## config.mk

```make
export PLATFORM = sky130hd
export DESIGN_NAME = lcd_bus_responder
export DESIGN_NICKNAME = d
export VERILOG_FILES = /design/src/rtl/lcd_bus_responder.sv
export SDC_FILE = /design/constraint.sdc
export NUM_CORES = 1
export LEC_CHECK = 0
export BUFFER_PORTS_ARGS = -buffer_cell sky130_fd_sc_hd__buf_2
export CELL_PAD_IN_SITES_DETAIL_PLACEMENT = 1
export CELL_PAD_IN_SITES_GLOBAL_PLACEMENT = 1
export CORE_UTILIZATION = 56
export DETAILED_ROUTE_END_ITERATION = 10
export PLACE_DENSITY = 0.84
export SETUP_SLACK_MARGIN = 0.02
export SYNTH_ARGS = -nofsm -noshare
export SYNTH_HDL_FRONTEND = slang
export SYNTH_SLANG_ARGS = --single-unit
export TNS_END_PERCENT = 20
```

## constraint.sdc

```tcl
create_clock -name iCLK -period 8.98 [get_ports iCLK]
set_clock_uncertainty 0.15 [all_clocks]
set_input_delay 0.898 -clock iCLK [delete_from_list [all_inputs] [get_ports iCLK]]
set_output_delay 0.898 -clock iCLK [all_outputs]
set_load 0.02 [all_outputs]
```

## src/rtl/lcd_bus_responder.sv

```systemverilog
// Display end of an HD44780-style parallel character-LCD bus: decodes command and
// data strobes into a 2x16 DDRAM mirror with address counter, busy timer and display state.
module lcd_bus_responder #(
    parameter int BUSY_CYCLES  = 40,
    parameter int CLEAR_CYCLES = 1600
) (
    input  logic       iCLK,
    input  logic       iRST_N,
    input  logic [7:0] LCD_DATA,
    input  logic       LCD_RS,
    input  logic       LCD_RW,
    input  logic       LCD_EN,
    input  logic [4:0] iRD_ADDR,
    output logic [7:0] oRD_CHAR,
    output logic       oBUSY,
    output logic [4:0] oADDR,
    output logic       oDISPLAY_ON,
    output logic       oCMD_STROBE,
    output logic [7:0] oCMD,
    output logic       oCHAR_WE,
    output logic [7:0] oCHAR,
    output logic [7:0] oERR_CNT
);

    localparam int MAX_CYC = (CLEAR_CYCLES > BUSY_CYCLES) ? CLEAR_CYCLES : BUSY_CYCLES;
    localparam int CNT_W   = $clog2(MAX_CYC + 1);
    localparam logic [CNT_W-1:0] BUSY_LOAD  = CNT_W'(BUSY_CYCLES - 1);
    localparam logic [CNT_W-1:0] CLEAR_LOAD = CNT_W'(CLEAR_CYCLES - 1);

    typedef enum logic [1:0] {
        ST_IDLE  = 2'd0,
        ST_BUSY  = 2'd1,
        ST_CLEAR = 2'd2
    } state_t;

    function automatic logic [4:0] step_addr(input logic [4:0] a, input logic up);
        logic [4:0] r;
        if (up) begin
            r = a + 5'd1;
        end else begin
            r = a - 5'd1;
        end
        return r;
    endfunction

    logic [10:0]      sync1_r;
    logic [10:0]      sync2_r;
    state_t           state_r;
    logic [CNT_W-1:0] count_r;
    logic             fill_r;
    logic [4:0]       fill_idx_r;
    logic             busy_r;
    logic [4:0]       addr_r;
    logic             inc_r;
    logic             disp_r;
    logic             cmd_strobe_r;
    logic [7:0]       cmd_r;
    logic             char_we_r;
    logic [7:0]       char_r;
    logic [7:0]       err_r;
    logic [7:0]       rd_char_r;
    logic [7:0]       mem_r [32];

    logic             fall_s;
    logic             rs_s;
    logic             rw_s;
    logic [7:0]       byte_s;
    logic             accept_s;
    logic             reject_s;
    logic             we_s;
    logic [4:0]       waddr_s;
    logic [7:0]       wdata_s;

    // Bus strobe and qualifiers resynchronised together into the iCLK domain.
    always_ff @(posedge iCLK or negedge iRST_N) begin
        if (!iRST_N) begin
            sync1_r <= 11'd0;
            sync2_r <= 11'd0;
        end else begin
            sync1_r <= {LCD_EN, LCD_RS, LCD_RW, LCD_DATA};
            sync2_r <= sync1_r;
        end
    end

    assign fall_s   = sync2_r[10] & ~sync1_r[10];
    assign rs_s     = sync2_r[9];
    assign rw_s     = sync2_r[8];
    assign byte_s   = sync2_r[7:0];
    assign accept_s = fall_s & ~rw_s & (state_r == ST_IDLE);
    assign reject_s = fall_s & ~accept_s;

    // DDRAM write port: clear fill has priority; character writes only occur in IDLE.
    always_comb begin
        we_s    = 1'b0;
        waddr_s = fill_idx_r;
        wdata_s = 8'h20;
        if ((state_r == ST_CLEAR) && fill_r) begin
            we_s = 1'b1;
        end else if (accept_s && rs_s) begin
            we_s    = 1'b1;
            waddr_s = addr_r;
            wdata_s = byte_s;
        end else begin
            we_s = 1'b0;
        end
    end

    // DDRAM storage; contents become defined through the fill that follows reset.
    always_ff @(posedge iCLK) begin
        if (we_s) begin
            mem_r[waddr_s] <= wdata_s;
        end
    end

    // Inspection port; sampled before any same-cycle write lands.
    always_ff @(posedge iCLK or negedge iRST_N) begin
        if (!iRST_N) begin
            rd_char_r <= 8'h00;
        end else begin
            rd_char_r <= mem_r[iRD_ADDR];
        end
    end

    // Control FSM, busy timer, instruction decode and error counter.
    always_ff @(posedge iCLK or negedge iRST_N) begin
        if (!iRST_N) begin
            state_r      <= ST_CLEAR;
            count_r      <= CLEAR_LOAD;
            fill_r       <= 1'b1;
            fill_idx_r   <= 5'd0;
            busy_r       <= 1'b0;
            addr_r       <= 5'd0;
            inc_r        <= 1'b1;
            disp_r       <= 1'b0;
            cmd_strobe_r <= 1'b0;
            cmd_r        <= 8'h00;
            char_we_r    <= 1'b0;
            char_r       <= 8'h00;
            err_r        <= 8'h00;
        end else begin
            cmd_strobe_r <= 1'b0;
            char_we_r    <= 1'b0;
            if (reject_s && (err_r != 8'hFF)) begin
                err_r <= err_r + 8'd1;
            end
            case (state_r)
                ST_IDLE: begin
                    if (accept_s) begin
                        busy_r  <= 1'b1;
                        state_r <= ST_BUSY;
                        count_r <= BUSY_LOAD;
                        if (rs_s) begin
                            char_we_r <= 1'b1;
                            char_r    <= byte_s;
                            addr_r    <= step_addr(addr_r, inc_r);
                        end else begin
                            cmd_strobe_r <= 1'b1;
                            cmd_r        <= byte_s;
                            // The highest set bit selects the instruction.
                            if (byte_s[7]) begin
                                addr_r <= {byte_s[6], byte_s[3:0]};
                            end else if (byte_s[6] | byte_s[5]) begin
                                addr_r <= addr_r;
                            end else if (byte_s[4]) begin
                                if (!byte_s[3]) begin
                                    addr_r <= step_addr(addr_r, byte_s[2]);
                                end
                            end else if (byte_s[3]) begin
                                disp_r <= byte_s[2];
                            end else if (byte_s[2]) begin
                                inc_r <= byte_s[1];
                            end else if (byte_s[1]) begin
                                addr_r  <= 5'd0;
                                state_r <= ST_CLEAR;
                                count_r <= CLEAR_LOAD;
                            end else if (byte_s[0]) begin
                                addr_r     <= 5'd0;
                                inc_r      <= 1'b1;
                                fill_r     <= 1'b1;
                                fill_idx_r <= 5'd0;
                                state_r    <= ST_CLEAR;
                                count_r    <= CLEAR_LOAD;
                            end else begin
                                addr_r <= addr_r;
                            end
                        end
                    end else begin
                        busy_r <= 1'b0;
                    end
                end
                ST_BUSY, ST_CLEAR: begin
                    if ((state_r == ST_CLEAR) && fill_r) begin
                        fill_idx_r <= fill_idx_r + 5'd1;
                        if (fill_idx_r == 5'd31) begin
                            fill_r <= 1'b0;
                        end
                    end
                    if (count_r == {CNT_W{1'b0}}) begin
                        state_r <= ST_IDLE;
                        busy_r  <= 1'b0;
                    end else begin
                        count_r <= count_r - {{(CNT_W-1){1'b0}}, 1'b1};
                        busy_r  <= 1'b1;
                    end
                end
                default: begin
                    state_r <= ST_IDLE;
                    busy_r  <= 1'b0;
                end
            endcase
        end
    end

    assign oRD_CHAR    = rd_char_r;
    assign oBUSY       = busy_r;
    assign oADDR       = addr_r;
    assign oDISPLAY_ON = disp_r;
    assign oCMD_STROBE = cmd_strobe_r;
    assign oCMD        = cmd_r;
    assign oCHAR_WE    = char_we_r;
    assign oCHAR       = char_r;
    assign oERR_CNT    = err_r;

endmodule

```

==> metrics.txt <==
pre-CTS setup slack between 5 and 6 ns; synthesized flop and latch total ~340; FF-to-FF Start state_r[1]; Critical Path AT 3.88 ns; Layout Nets 959; initial antenna violation count 0; CP Capture Type flip-flop; Routed Antenna Nets 0; Ys Warns 0; max_cap viols 0; Post-Syn Area 0.0138 mm^2; row cnt 57; 1st-iter DRT viols ~600; Fin. Hold Viols 0; total wire length between 30 and 40 mm; Slew Limit Fails 0; count leader, synth edfxtp_1; Core ar. between 0.02 and 0.025 mm^2; Synth Area in Adders less than 1%; RSZ-0062 raised after global routing false; CTS tree built; # IOs between 50 and 60; status finished, final reports clean; clock sinks roughly 340; Crit. Startpoint state_r[1]; worst vdd ir roughly 0.00021 V; syn avg cell area roughly 16 um^2; post-synthesis xor/xnor area fraction 1.08%; Layout Cells excl Fill between 1000 and 1500; synthesis-to-layout area growth 13.3%; Vias just under 8000; clk_lat worst skew around 0.5 ns; HPWL after DPL 20.6 mm; fin area 0.0157 mm^2; critical path type reg2reg; post-CTS setup buffer count 0; Routability Congestion 0.779; drt pass-1 iters 5; crit path time final around 4 ns; Post-synth EDFFs between 200 and 300; drt wl/cell 25.7 um; post-synth top area share a little under three fifths; largest family of logic cells by synthesized area multiplexers; type of the most critical hold path reg2reg; vias in the first global route about 8600; Final setup viols 0; # fillers between 2000 and 2500; CP bufs+invs 2; Num CTS Buffers 36; Die Span X 159 um; Most used DFF post-synth edfxtp_1; sequential standard cell area about 0.0098 mm^2; crit-path max cell delay approximately 1.1 ns; Worst Max-Slew Pin Slew roughly 1.4 ns; slew margin rel. around 6.1%; period utilization a little over two fifths; ranking of synthesized cells by area edfxtp_1 56%, dfrtp_1 13%, mux4_2 10%, nand2_1 3.0%, dfstp_2 2.1%; reg2reg setup slack about 5.1 ns; WP data required ~9 ns; crit path max fanout 12; post-synthesis mux area share 11.6%; post-synthesis compound-gate area fraction slightly above 4%; most used cell, CP inv_1; Hold Crit Start sync1_r[2]; area leader, netlist edfxtp_1; Fmax 257 MHz; Slowest-stage cell, CP a31oi_1; post-layout util between 60 and 70%; Port Buf Inserts 58; die height around 160 um; Cells after Synth 873; Bufs on Longest Clock Path 3; Diodes inserted 0; Synth async-reset ratio between 20% and 30%; Via density a little over 6; layout cell share with drive strength beyond 1 22.9%; largest net degree at the start of global routing 84; clock-pin slew on the worst setup and hold paths about 0.060 ns; Largest delay share family, worst path compound AO/OA/AOI/OAI gates; worst setup slack after layout approximately 5.1 ns; Synth cell types 58; simple-gate share of the synthesized area 10.1%; Fin Setup TNS 0 ns; Initial Util between 50% and 60%; CTS Hold Bufs 0; GR Overflow Total 0; register area share after synthesis between 70% and 80%; crit-path cells inv_1 -> ha_1 -> and4bb_2 -> nand2_1 -> inv_1 -> a31oi_1 -> nor2_1; Tot GR Track Use about 27%; H-Tree Level Count 2; Placed Cells approximately 1200; Startpoint Class flip-flop; Placed Area around 0.014 mm^2; Cell Pwr Density approximately 250 mW/mm^2; Residual DRC 0; die area approximately 0.025 mm^2; first-pass GRT wire length between 50 and 60 mm; Post-Synthesis Net Count 900; Leak approximately 5.7 nW; area of the multi-input gates ~0.0038 mm^2; Post-synth top cells 256 x edfxtp_1, 112 x nand2_1, 72 x dfrtp_1, 66 x nor2_1, 64 x mux4_2; root buffer cell clkbuf_16; post-CTS resize count 0
## cell type report
type,count,share of cell area [%]
Clock buffer,42,6.09
Tap cell,324,2.59
Timing Repair Buffer,64,2.17
Clock inverter,22,2.04
Inverter,14,0.335
Multi-Input combinational cell,477,24.4
Sequential cell,339,62.4
## through the flow
stage          hold slack, ns  power, W
2_1_floorplan           0.181   0.00224
3_3_place_gp            0.182   0.00239
3_5_place_dp            0.186   0.00242
4_1_cts                 0.199   0.00401
5_1_grt                 0.204   0.00412
6_report                0.197   0.00399
## cell families after synthesis
family,count (synthesis)
flops,339
simple gates,292
compound gates,81
mux,78
buf+inv,57
xor+xnor,17
fa+ha+maj,9
## power breakdown
group	leakage, nW	switching [W]	internal (W)
Sequential	3.39	0.000105	0.00178
Combinational	1.69	0.000322	0.000194
Clock	0.620	0.000602	0.000993
## cell usage in the layout (no fill, tap or decap), types with 14 or more instances in the layout
master,n
edfxtp_1,256
nand2_1,112
dfrtp_1,72
nor2_1,66
mux4_2,64
buf_2,56
clkbuf_16,37
nand2b_1,36
o22ai_1,19
inv_1,14
o21ai_0,14
## flip-flops by register name, summed over array words and instances (netlist names), 8 cells and up
name / flops
sync2_r: 11
count_r: 11
oRD_CHAR: 8
mem_r: 256
sync1_r: 11
oERR_CNT: 8
oCMD: 8
oCHAR: 8
## final timing paths
path                               end  depth (start not counted)
max                        mem_r[7][5]                          7
min                         sync2_r[2]                          0
max reg2reg                mem_r[7][5]                          7
min reg2reg                 sync2_r[2]                          0
max in group asynchronous  oRD_CHAR[5]                          1
min in group asynchronous     oCHAR[0]                          1
## metal layers
metal | GRT usage (%) | vias up | share of wire [%]
met1 | 35.5 | 4062 | 39
met2 | 47.9 | 282 | 53
met3 | 3.57 | 70 | 4.9
li1 | - | 3432 | -
met5 | 0 | - | 0
met4 | 8.74 | 0 | 2.8
Note: power is estimated with default switching activity, not from simulation.
